$ cat config.mk
export PLATFORM = sky130hd
export DESIGN_NAME = planificador_suma
export DESIGN_NICKNAME = d
export VERILOG_FILES = /design/src/rtl/planificador_suma.sv
export SDC_FILE = /design/constraint.sdc
export NUM_CORES = 1
export LEC_CHECK = 0
export CORE_UTILIZATION = 30
export CTS_CLUSTER_DIAMETER = 80
export DETAILED_ROUTE_END_ITERATION = 8
export DONT_BUFFER_PORTS = 1
export GPL_TIMING_DRIVEN = 0
export SYNTH_ARGS = -nofsm -noshare
export SYNTH_HDL_FRONTEND = slang
export SYNTH_SLANG_ARGS = --single-unit
$ cat constraint.sdc
create_clock -name aclk -period 4.1 [get_ports aclk]
set_clock_uncertainty 0.05 [all_clocks]
set_input_delay 0.615 -clock aclk [delete_from_list [all_inputs] [get_ports aclk]]
set_output_delay 0.615 -clock aclk [all_outputs]
set_load 0.005 [all_outputs]
$ cat src/rtl/planificador_suma.sv
// rtl/planificador_suma.sv - round-robin scheduler sharing one AXI-Stream FP adder among N_REQ requesters
//
// Purpose:
//   Arbitrates N_REQ operand requesters onto a single AXI-Stream floating-point
//   adder (sumaDeLongitudes). A round-robin arbiter picks one requester per
//   cycle and loads a registered issue stage that drives the adder's A and B
//   channels. The winner's id is pushed into an ID FIFO, and adder results are
//   routed back combinationally to the requester at the FIFO head, in issue order.
//   No arithmetic happens here: operands and results pass through unchanged.
//
// Ports:
//   aclk, aresetn                  clock (rising edge), async active-low reset
//   req_valid/req_ready            per-requester operand handshake (ready one-hot or 0)
//   req_a, req_b                   packed operands, requester i at [32*i+31:32*i]
//   rsp_valid/rsp_ready            per-requester result handshake (valid one-hot or 0)
//   rsp_data                       shared result bus, qualified by rsp_valid
//   s_axis_a_*, s_axis_b_*         operand channels toward the adder
//   m_axis_result_*                result channel from the adder
module planificador_suma #(
  parameter int N_REQ   = 4,
  parameter int MAX_OUT = 16
) (
  input  logic                 aclk,
  input  logic                 aresetn,
  input  logic [N_REQ-1:0]     req_valid,
  output logic [N_REQ-1:0]     req_ready,
  input  logic [32*N_REQ-1:0]  req_a,
  input  logic [32*N_REQ-1:0]  req_b,
  output logic [N_REQ-1:0]     rsp_valid,
  input  logic [N_REQ-1:0]     rsp_ready,
  output logic [31:0]          rsp_data,
  output logic                 s_axis_a_tvalid,
  input  logic                 s_axis_a_tready,
  output logic [31:0]          s_axis_a_tdata,
  output logic                 s_axis_b_tvalid,
  input  logic                 s_axis_b_tready,
  output logic [31:0]          s_axis_b_tdata,
  input  logic                 m_axis_result_tvalid,
  output logic                 m_axis_result_tready,
  input  logic [31:0]          m_axis_result_tdata
);

  localparam int ID_W = (N_REQ > 1) ? $clog2(N_REQ) : 1;
  localparam int SW   = ID_W + 1;
  localparam int AW   = (MAX_OUT > 1) ? $clog2(MAX_OUT) : 1;
  localparam int CW   = $clog2(MAX_OUT + 1);

  // Issue stage
  logic             r_busy;
  logic             r_a_done;
  logic             r_b_done;
  logic [31:0]      r_a;
  logic [31:0]      r_b;

  // Round-robin pointer: search for a winner starts here
  logic [ID_W-1:0]  r_rr_ptr;

  // ID FIFO; its occupancy doubles as the in-flight count because every op
  // pushes on load and pops on its result handshake
  logic [ID_W-1:0]  r_fifo [MAX_OUT];
  logic [AW-1:0]    r_wr_ptr;
  logic [AW-1:0]    r_rd_ptr;
  logic [CW-1:0]    r_count;

  logic             w_a_hs;
  logic             w_b_hs;
  logic             w_op_done;
  logic             w_slot_free;
  logic             w_room;
  logic             w_found;
  logic             w_load;
  logic             w_pop;
  logic             w_ret;
  logic             w_fifo_nonempty;
  logic [ID_W-1:0]  w_winner;
  logic [ID_W-1:0]  w_ptr_next;
  logic [ID_W-1:0]  w_head_id;
  logic [ID_W-1:0]  w_cand;
  logic [SW-1:0]    w_sum;
  logic [31:0]      w_sel_a;
  logic [31:0]      w_sel_b;

  // ---------------------------------------------------------------------------
  // Adder-side handshakes. A and B may complete in different cycles; the op is
  // finished once each channel has handshaken, either earlier or right now.
  // ---------------------------------------------------------------------------
  assign s_axis_a_tvalid = r_busy & ~r_a_done;
  assign s_axis_b_tvalid = r_busy & ~r_b_done;
  assign s_axis_a_tdata  = r_a;
  assign s_axis_b_tdata  = r_b;

  assign w_a_hs    = s_axis_a_tvalid & s_axis_a_tready;
  assign w_b_hs    = s_axis_b_tvalid & s_axis_b_tready;
  assign w_op_done = r_busy & (r_a_done | w_a_hs) & (r_b_done | w_b_hs);

  // Reloading in the completing cycle gives one op per cycle when the adder
  // is always ready.
  assign w_slot_free = ~r_busy | w_op_done;
  assign w_room      = (r_count < CW'(MAX_OUT));

  // ---------------------------------------------------------------------------
  // Round-robin arbiter: first valid index at or after r_rr_ptr, modulo N_REQ.
  // The candidate sum is one bit wider so non-power-of-two N_REQ wraps cleanly.
  // ---------------------------------------------------------------------------
  always_comb begin
    w_found  = 1'b0;
    w_winner = '0;
    w_sum    = '0;
    w_cand   = '0;
    for (int k = 0; k < N_REQ; k++) begin
      w_sum = {1'b0, r_rr_ptr} + SW'(k);
      if (w_sum >= SW'(N_REQ)) begin
        w_sum = w_sum - SW'(N_REQ);
      end
      w_cand = w_sum[ID_W-1:0];
      if (!w_found && req_valid[w_cand]) begin
        w_found  = 1'b1;
        w_winner = w_cand;
      end
    end
  end

  assign w_ptr_next = (w_winner == ID_W'(N_REQ - 1)) ? '0 : w_winner + ID_W'(1);

  // aresetn gates the combinational accept so nothing is granted while the
  // block is held in reset, even with requesters still asserting valid.
  assign w_load = aresetn & w_slot_free & w_room & w_found;

  always_comb begin
    req_ready = '0;
    if (w_load) begin
      req_ready[w_winner] = 1'b1;
    end
  end

  always_comb begin
    w_sel_a = '0;
    w_sel_b = '0;
    for (int i = 0; i < N_REQ; i++) begin
      if (w_winner == ID_W'(i)) begin
        w_sel_a = req_a[32*i +: 32];
        w_sel_b = req_b[32*i +: 32];
      end
    end
  end

  // ---------------------------------------------------------------------------
  // Return path: zero added latency. A result with an empty FIFO has no owner,
  // so it is neither routed nor accepted.
  // ---------------------------------------------------------------------------
  assign w_fifo_nonempty = (r_count != '0);
  assign w_head_id       = r_fifo[r_rd_ptr];
  assign w_ret           = w_fifo_nonempty & m_axis_result_tvalid;

  always_comb begin
    rsp_valid = '0;
    if (w_ret) begin
      rsp_valid[w_head_id] = 1'b1;
    end
  end

  // A stalled head requester blocks every later result (head-of-line).
  assign m_axis_result_tready = w_ret & rsp_ready[w_head_id];
  assign rsp_data             = w_ret ? m_axis_result_tdata : 32'd0;
  assign w_pop                = m_axis_result_tvalid & m_axis_result_tready;

  // ---------------------------------------------------------------------------
  // Issue register and arbitration pointer
  // ---------------------------------------------------------------------------
  always_ff @(posedge aclk or negedge aresetn) begin
    if (!aresetn) begin
      r_busy   <= 1'b0;
      r_a_done <= 1'b0;
      r_b_done <= 1'b0;
      r_a      <= '0;
      r_b      <= '0;
      r_rr_ptr <= '0;
    end else begin
      if (w_load) begin
        r_busy   <= 1'b1;
        r_a_done <= 1'b0;
        r_b_done <= 1'b0;
        r_a      <= w_sel_a;
        r_b      <= w_sel_b;
        r_rr_ptr <= w_ptr_next;
      end else if (w_op_done) begin
        r_busy   <= 1'b0;
        r_a_done <= 1'b0;
        r_b_done <= 1'b0;
      end else begin
        if (w_a_hs) begin
          r_a_done <= 1'b1;
        end
        if (w_b_hs) begin
          r_b_done <= 1'b1;
        end
      end
    end
  end

  // ---------------------------------------------------------------------------
  // ID FIFO. Storage needs no reset: occupancy alone decides what is valid.
  // ---------------------------------------------------------------------------
  always_ff @(posedge aclk) begin
    if (w_load) begin
      r_fifo[r_wr_ptr] <= w_winner;
    end
  end

  always_ff @(posedge aclk or negedge aresetn) begin
    if (!aresetn) begin
      r_wr_ptr <= '0;
      r_rd_ptr <= '0;
      r_count  <= '0;
    end else begin
      if (w_load) begin
        r_wr_ptr <= r_wr_ptr + AW'(1);
      end
      if (w_pop) begin
        r_rd_ptr <= r_rd_ptr + AW'(1);
      end
      case ({w_load, w_pop})
        2'b10:   r_count <= r_count + CW'(1);
        2'b01:   r_count <= r_count - CW'(1);
        default: r_count <= r_count;
      endcase
    end
  end

endmodule

==> impl_metrics.ini <==
[cts]
clock_sinks = 114
cts_buffers = 17
path_clk_slew_ns = 0.05
clk_path_buf_depth = 2
h-tree-depth = 4
root_buffer = clkbuf_16
insertion_delay_ns = 0.41
post_cts_buffers = 0
tritoncts = built

[finish]
fin_util = 0.353
num-fill-cells = 2471
most-common-layout-cells = 203 x nand2_1, 124 x o21ai_0, 82 x dfrtp_1
layout.nets = 1212
final_common_cell = nand2_1
synthToLayoutAreaGrowth_pct = 14.8
drive_gt1_frac = 0.0593
final_cells = 1231

[setup_path]
cp.required_ns = 4.34
crit_fanout = 5
endpoint_kind = flop
timing.rr.start = r_rd_ptr[0]
crit_type = flop to flop
critPathArrivalTime_ns = 4.08
ff2ff_path_depth = 13
crit_path_start = r_rd_ptr[0]
startpoint_type = flop
rrSetupSlack_ns = 0.26

[sta]
finalHoldViolations = 0
rsz0062_at_grt = false
worst_pin_slew_ns = 0.778
fin_ws_ns = 0.264
fin_crit_ns = 3.84
setup_viol_count_final = 0
max-slew-margin-rel = 0.482
min_period_over_period = 0.936
slew_viol_final = 0
fmax_ghz = 0.261

[route]
via_per_inst = 5.28
drcViolationCount = 0
wl_um = 26300
vias = 6499
ant_nets = 0
wl_per_cell_um = 21.4
drtIter0Drc = 471
first_pass_iters = 5

[synthesis]
synth.distinct_cells = 50
synth.net_count = 1195
synthXorXnorAreaFrac = 0.0133
synth-compound-area-share = 0.170
ys_warn_count = 0
netlist_instances = 880
synth-edff-count = 32
syn_area_sq_mm = 0.00723
yosys.area_share.simple = 0.210
ys_seq_area_frac = 0.417
ys_ff_latch = 114
ys_async_sr_fraction = 0.719
synth_fa_ha_area_frac = 0.0253
syn_area_per_cell_sq_um = 8.21
synth_top_family_by_area = simple AND/OR/NAND/NOR gates
synth-main-ff-cell = dfrtp_1
synthMuxAreaShare = 0.120

[placed_design]
dp_hpwl_um = 20500
place_congestion = 0.887
pre_cts_ws_ns = -0.829
port_buffers = 0
placedCellCount = 1199

[power]
p_leak_uw = 0.00332
p_per_area_mw_per_mm2 = 792
ir_worst_vdd_mv = 0.259
p_seq_frac = 0.294
combPwrFrac = 0.469
pwr-share-clk = 0.237
switching_share = 0.438
internal-power_uw = 3690
p_sw_uw = 2880

[grt]
grt_pass1_vias = 6024
grt_max_degree = 83
grt-ovfl-total = 0
grt_pass1_wl_um = 37000
grt_usage = 0.207
grt_antenna_before_repair = 3

[floorplanning]
start_util = 0.307
die_h_um = 157
io-pin-count = 408
core_sq_mm = 0.0235
dieArea_sq_mm = 0.0247
dieWidth_um = 157
row_count = 56

[min_path]
hold_path_class = primary input to async pin

[outcome]
outcome = finished clean

[run]
drv_cap = 0
[per-layer routing]
metal / wire length, um / vias up / track usage
li1: - / 3038 / -
met1: 11000 / 3036 / 0.267
met2: 12600 / 377 / 0.334
met3: 1830 / 46 / 0.0430
met4: 799 / 2 / 0.0888
met5: 13 / - / 0
[cells by family after synthesis]
family	Yosys count
fa+ha+maj	14
xor+xnor	11
flops	114
simple gates	352
mux	81
compound gates	229
buf+inv	79
[through the flow]
| step | hold WS [ns] | TNS, ns | total power (uW) | instance area [sq um] |
|---|---|---|---|---|
| floorplan | 0.269 | 0 | 4030 | 7230 |
| global placement | 0.273 | -40.65 | 4940 | 7630 |
| detailed placement | 0.273 | -15.56 | 5010 | 7630 |
| CTS | 0.0743 | 0 | 6610 | 8280 |
| global route | 0.0848 | 0 | 7090 | 8300 |
| finish | 0.0618 | 0 | 6570 | 8300 |
[area by class of cell]
class                           instances  area (sq um)  area share
Buffer                                 63           272      0.0327
Antenna cell                            2          5.00    0.000603
Clock buffer                           22           444      0.0535
Inverter                               12          45.0     0.00543
Clock inverter                         10           160      0.0193
Timing Repair Buffer                    1          27.5     0.00332
Sequential cell                       114          3010       0.363
Multi-Input combinational cell        688          3940       0.474
Tap cell                              319           399      0.0481
[power by group through the flow]
stage	Sequential (uW)	Combinational [uW]	Clock [uW]
final	1930	3080	1560
after global routing	1970	3480	1640
after CTS	1930	3090	1590
after detailed placement	1950	3060	0
after global placement	1940	3000	0
after floorplan	1800	2220	0
[final timing paths]
path	end
max	r_count[4]
min	s_axis_a_tdata[1]
max reg2reg	r_count[4]
min reg2reg	s_axis_a_tdata[13]
max in group asynchronous	s_axis_a_tdata[9]
min in group aclk	r_b_done
[critical path: stages, from the launching register on]
cell,delay [ns]
dfrtp_1,0.36
buf_6,0.15
mux4_2,0.55
mux2i_1,0.16
mux2i_1,0.16
a221o_1,0.43
a221oi_4,0.46
ha_1,0.36
ha_1,0.31
a21o_1,0.20
a21oi_1,0.16
xor2_1,0.15
nor2_1,0.06
xor2_1,0.15
[synth_stat cells (5+ instances only)]
master    instances  share of area
a21oi_1          74          0.051
and2_1           46          0.040
and3_1            9         0.0078
buf_1             9         0.0047
clkbuf_1         55          0.029
dfrtp_1          82           0.28
edfxtp_1         32           0.13
ha_1             13          0.023
inv_1            11         0.0057
mux2i_1          74           0.10
nand2_1         203           0.11
nor2_1           76          0.039
nor2b_1           5         0.0043
o21ai_0         125          0.087
o21ai_1          10         0.0069
xnor2_1           7         0.0085
[sequential cells by signal, indices dropped and copies added, names as in the netlist]
name / count
r_fifo: 32
s_axis_a_tdata: 32
s_axis_b_tdata: 32
r_count: 5
r_rd_ptr: 4
r_wr_ptr: 4
r_rr_ptr: 2
r_a_done: 1
r_b_done: 1
r_busy: 1
[what timing repair did]
| item | CTS | global route |
|---|---|---|
| resized for setup | 13 | 8 |
| hold endpoints to repair | 82 | 0 |
| setup endpoints to repair | 36 | 9 |
| hold buffers | 1 | 0 |
| cloned | 0 | 1 |
Power figures use the tool's default switching activity.
